File: src/rtl/decode_ctrl.sv
// RV32I decode-stage controller: single-entry IF/ID register, immediate-select
// decode, register-field extraction, load-use bubbles and flush handling.
module decode_ctrl #(
    parameter int DATA_WIDTH = 32,
    parameter int CNT_WIDTH  = 16
) (
    input  logic                  clk,
    input  logic                  rst_n,
    input  logic [DATA_WIDTH-1:0] instr_i,
    input  logic [DATA_WIDTH-1:0] pc_i,
    input  logic                  instr_valid_i,
    output logic                  instr_ready_o,
    output logic                  id_valid_o,
    input  logic                  id_ready_i,
    input  logic                  flush_i,
    input  logic                  ex_mem_read_i,
    input  logic [4:0]            ex_rd_i,
    output logic [24:0]           imm_o,
    output logic [2:0]            imm_src_o,
    output logic [4:0]            rs1_o,
    output logic [4:0]            rs2_o,
    output logic [4:0]            rd_o,
    output logic [DATA_WIDTH-1:0] pc_o,
    output logic                  illegal_o,
    output logic                  stall_o,
    output logic [CNT_WIDTH-1:0]  stall_cnt_o
);

    typedef enum logic {
        EMPTY,
        HOLD
    } state_t;

    state_t                state_q;
    state_t                state_d;
    logic [DATA_WIDTH-1:0] instr_q;
    logic [DATA_WIDTH-1:0] pc_q;
    logic [CNT_WIDTH-1:0]  cnt_q;

    logic [2:0] imm_src;
    logic       bad_op;
    logic       use_rs1;
    logic       use_rs2;
    logic       hazard;
    logic       handshake;
    logic       accept;

    always_comb begin
        imm_src = 3'b000;
        bad_op  = 1'b0;
        use_rs1 = 1'b1;
        use_rs2 = 1'b0;
        case (instr_q[6:0])
            7'b0010011, 7'b0000011,
            7'b1100111, 7'b1110011: imm_src = 3'b001;
            7'b0100011: begin
                imm_src = 3'b010;
                use_rs2 = 1'b1;
            end
            7'b1100011: begin
                imm_src = 3'b011;
                use_rs2 = 1'b1;
            end
            7'b0110111, 7'b0010111: begin
                imm_src = 3'b100;
                use_rs1 = 1'b0;
            end
            7'b1101111: begin
                imm_src = 3'b101;
                use_rs1 = 1'b0;
            end
            7'b0110011: use_rs2 = 1'b1;
            default: begin
                // no real operands, so never stall on garbage fields
                bad_op  = 1'b1;
                use_rs1 = 1'b0;
            end
        endcase
    end

    assign rs1_o = instr_q[19:15];
    assign rs2_o = instr_q[24:20];
    assign rd_o  = instr_q[11:7];

    assign hazard = (state_q == HOLD) && ex_mem_read_i && (ex_rd_i != 5'd0)
                 && ((use_rs1 && (rs1_o == ex_rd_i))
                  || (use_rs2 && (rs2_o == ex_rd_i)));

    assign id_valid_o    = (state_q == HOLD) && !hazard && !flush_i;
    assign stall_o       = hazard && !flush_i;
    assign handshake     = id_valid_o && id_ready_i;
    assign instr_ready_o = (state_q == EMPTY) || handshake || flush_i;
    assign accept        = instr_valid_i && instr_ready_o && !flush_i;

    assign imm_o       = instr_q[31:7];
    assign imm_src_o   = imm_src;
    assign pc_o        = pc_q;
    assign illegal_o   = (state_q == HOLD) && bad_op;
    assign stall_cnt_o = cnt_q;

    always_comb begin
        state_d = state_q;
        if (flush_i) begin
            state_d = EMPTY;
        end else begin
            case (state_q)
                EMPTY: if (accept) state_d = HOLD;
                HOLD: begin
                    if (handshake) state_d = accept ? HOLD : EMPTY;
                end
                default: state_d = EMPTY;
            endcase
        end
    end

    always_ff @(posedge clk) begin
        if (!rst_n) begin
            state_q <= EMPTY;
            instr_q <= '0;
            pc_q    <= '0;
            cnt_q   <= '0;
        end else begin
            state_q <= state_d;
            if (accept) begin
                instr_q <= instr_i;
                pc_q    <= pc_i;
            end
            if (stall_o && (cnt_q != '1)) cnt_q <= cnt_q + CNT_WIDTH'(1);
        end
    end

endmodule

File: config.mk
export PLATFORM = sky130hd
export DESIGN_NAME = decode_ctrl
export DESIGN_NICKNAME = d
export VERILOG_FILES = /design/src/rtl/decode_ctrl.sv
export SDC_FILE = /design/constraint.sdc
export NUM_CORES = 1
export LEC_CHECK = 0
export ABC_AREA = 1
export CAP_MARGIN = 20
export CELL_PAD_IN_SITES_DETAIL_PLACEMENT = 1
export CELL_PAD_IN_SITES_GLOBAL_PLACEMENT = 2
export CORE_ASPECT_RATIO = 1.2
export CORE_MARGIN = 2
export CORE_UTILIZATION = 21
export DETAILED_ROUTE_END_ITERATION = 10
export GPL_TIMING_DRIVEN = 0
export HOLD_SLACK_MARGIN = 0.15
export MAX_ROUTING_LAYER = met4
export PLACE_DENSITY_LB_ADDON = 0.08
export SETUP_SLACK_MARGIN = 0.05
export SKIP_CTS_REPAIR_TIMING = 1
export SLEW_MARGIN = 10
export SYNTH_ARGS = -nofsm -noshare
export SYNTH_HDL_FRONTEND = slang
export SYNTH_SLANG_ARGS = --single-unit
File: constraint.sdc
create_clock -name clk -period 1.7 [get_ports clk]
set_input_delay 0.34 -clock clk [delete_from_list [all_inputs] [get_ports clk]]
set_output_delay 0.34 -clock clk [all_outputs]
set_load 0.02 [all_outputs]
==> impl_metrics.env <==
export IMPL_core_area_um2=20900
export IMPL_die_x_um=137
export IMPL_synthCells=665
export IMPL_violations="setup timing"
export IMPL_grt_use_total_pct=14.8
export IMPL_gp_congestion=0.790
export IMPL_io_buffers=169
export IMPL_clk_transition_reported_paths_ns=0.07
export IMPL_clkLatencyLatePin_ns=0.35
export IMPL_seq_area_frac_synth_pct=36.3
export IMPL_postSynthAreaPerCell_um2=6.72
export IMPL_dieArea_um2=22500
export IMPL_clockRootBuffer="clkbuf_16"
export IMPL_drive_above_1_share_pct=28.0
export IMPL_clockBufferDepth=2
export IMPL_fin_util_pct=38.6
export IMPL_io_pin_count=170
export IMPL_grt_overflow_total=0
export IMPL_start_kind="register"
export IMPL_die_h_um=164
export IMPL_synthesis_nets=741
export IMPL_viasPerCell=4.23
export IMPL_first_pass_iters=4
export IMPL_antenna_found_initial=1
export IMPL_drt_wirelength_per_cell_um=14.7
export IMPL_setup_slack_ns=-0.462
export IMPL_min_period_ns=2.16
export IMPL_crit_path_end_kind="output port"
export IMPL_yosysTopAreaCell="dfxtp_1"
export IMPL_dp_cells=1104
export IMPL_cts_tree="yes"
export IMPL_final_nets=946
export IMPL_via_count=4852
export IMPL_synth_main_ff_cell="dfxtp_1"
export IMPL_synthTopCellsByArea="dfxtp_1 (36%), nand3_1 (10%), nand2_1 (9.2%)"
export IMPL_min_path_cells=2
export IMPL_crit_required_ns=1.36
export IMPL_initial_core_util_pct=21.4
export IMPL_clock_sinks=81
export IMPL_routed_wirelength_um=16800
export IMPL_max_cap_viol_count=0
export IMPL_tightest_slew_ns=0.753
export IMPL_grt_pass1_vias=4965
export IMPL_peakVddDrop_mv=0.426
export IMPL_hold_path_class="reg2reg"
export IMPL_p_per_area_nw_per_um2=708
export IMPL_ys_types=28
export IMPL_synth_top_area_share_pct=36.3
export IMPL_synthArstFlopShare_pct=0
export IMPL_area_growth_pct=80.5
export IMPL_clock_skew_ns=0.0121
export IMPL_slew_limit_headroom_pct=49.8
export IMPL_h_tree_depth=3
export IMPL_grt_pass1_wl_um=25200
export IMPL_timing_fmax_mhz=463
export IMPL_setup_viol_count_final=85
export IMPL_synth_edf_count=0
export IMPL_yosys_warnings=0
export IMPL_crit_type="reg2out"
export IMPL_ff2ff_path_depth=16
export IMPL_syn_area_um2=4470
export IMPL_rows=58
export IMPL_synth_most_common_cell="nand2_1"
export IMPL_numCtsBuffers=9
export IMPL_drtIter0Drc=107
export IMPL_grt_max_degree=15
export IMPL_rsz0062_at_grt="yes"
export IMPL_slew_viol_final=0
export IMPL_hpwl_um=12400
export IMPL_synth_seq_cells=81
export IMPL_ant_nets=0
export IMPL_drc=0
export IMPL_cp_arrival_ns=1.82
export IMPL_leakagePower_uw=0.00483
export IMPL_status="finished, violations left"
export IMPL_synthTopCellsByCount="nand2_1 (109), nand3_1 (89), inv_1 (86), nor2_1 (85), dfxtp_1 (81)"
export IMPL_finalHoldViolCount=0
export IMPL_finalCritPeriodShare_pct=127
export IMPL_cp_max_fo=6
export IMPL_fin_cells=1146
critical path, cell delays in order, from the launching register on:
cell and delay [ns]:
dfxtp_2 0.34, nand2_2 0.07, inv_4 0.07, nand2_4 0.08, inv_4 0.09, nand3_4 0.07, nand3b_1 0.17, nand2_2 0.09
nand2_4 0.07, nor2_4 0.16, buf_6 0.14, buf_6 0.11
path summary, 6_finish.rpt:
check	from	end	slack, ns
setup / recovery	instr_q[0]	stall_o	-0.46
hold / removal	pc_o[6]	pc_o[6]	0.48
setup reg to reg	instr_q[0]	instr_q[20]	-0.26
hold reg to reg	pc_o[6]	pc_o[6]	0.48
power breakdown:
| group | leakage (µW) | internal (µW) | total [µW] | switching [µW] |
|---|---|---|---|---|
| Combinational | 0.00399 | 673 | 1290 | 617 |
| Clock | 0.000169 | 1480 | 2330 | 848 |
| Sequential | 0.000676 | 2000 | 2090 | 90.8 |
| Total | 0.00483 | 4160 | 5710 | 1560 |
layout by cell type (no fill, tap or decap), drive strengths merged:
master	synthesis	routed
clkdlybuf4s50	0	69
nand2	113	113
dfxtp	81	81
clkbuf	17	37
nand4	6	6
nor2	87	87
buf	63	85
clkinv	1	3
dlymetal6s2s	0	93
xnor2	6	6
nand3	90	90
nor4	3	3
clkinvlp	0	1
o21ai	1	1
xor2	18	18
a21oi	80	80
ha	1	1
diode	0	1
a2111oi	1	1
o2111ai	1	1
bufinv	0	3
inv	87	87
nand3b	2	2
nor3	6	6
o31ai	1	1
cells by family (layout without fill, tap and decap cells):
logic type	after synthesis	in the layout	synth area share (%)
other	0	1	0
and+or+nand+nor	307	307	29.6
adders and majority gates	1	1	0.280
buffers and inverters	168	378	19.5
DFF	81	81	36.3
xor gates and xnor gates	24	24	4.70
AOI/OAI and AO/OA	84	84	9.63
cell type report:
cell class,count,area [µm²]
Buffer,80,683
Inverter,88,338
Clock buffer,10,239
Tap cell,270,338
Fill cell,2490,12800
Antenna cell,1,2.50
Multi-Input combinational cell,416,2450
Timing Repair Buffer,194,2230
Clock inverter,6,115
Sequential cell,81,1670
routing by layer:
| layer | GRT usage (%) | routed length (µm) | vias up |
|---|---|---|---|
| met5 | - | 0 | - |
| met2 | 25.3 | 8640 | 102 |
| li1 | - | - | 2467 |
| met3 | 3.33 | 884 | 12 |
| met1 | 16.8 | 7060 | 2271 |
| met4 | 5.58 | 260 | 0 |
per-stage QoR:
| step | setup WS (ns) | TNS (ns) | power (µW) | area, µm² | hold slack (ns) |
|---|---|---|---|---|---|
| 4_1_cts | -1.34 | -56.18 | 5740 | 7150 | 0.494 |
| 5_1_grt | -0.563 | -30.34 | 6010 | 8070 | 0.509 |
| 6_report | -0.462 | -17.91 | 5710 | 8070 | 0.484 |
| 3_5_place_dp | -1.33 | -79.53 | 3340 | 6800 | 0.476 |
| 2_1_floorplan | -0.0175 | -0.452 | 2780 | 4770 | 0.419 |
| 3_3_place_gp | -1.29 | -74.51 | 3320 | 6800 | 0.464 |
state kept, by name, summed over array words and instances (netlist names):
signal,flops
instr_q,32
pc_o,32
stall_cnt_o,16
state_q,1
(Power assumes the default switching activity.)
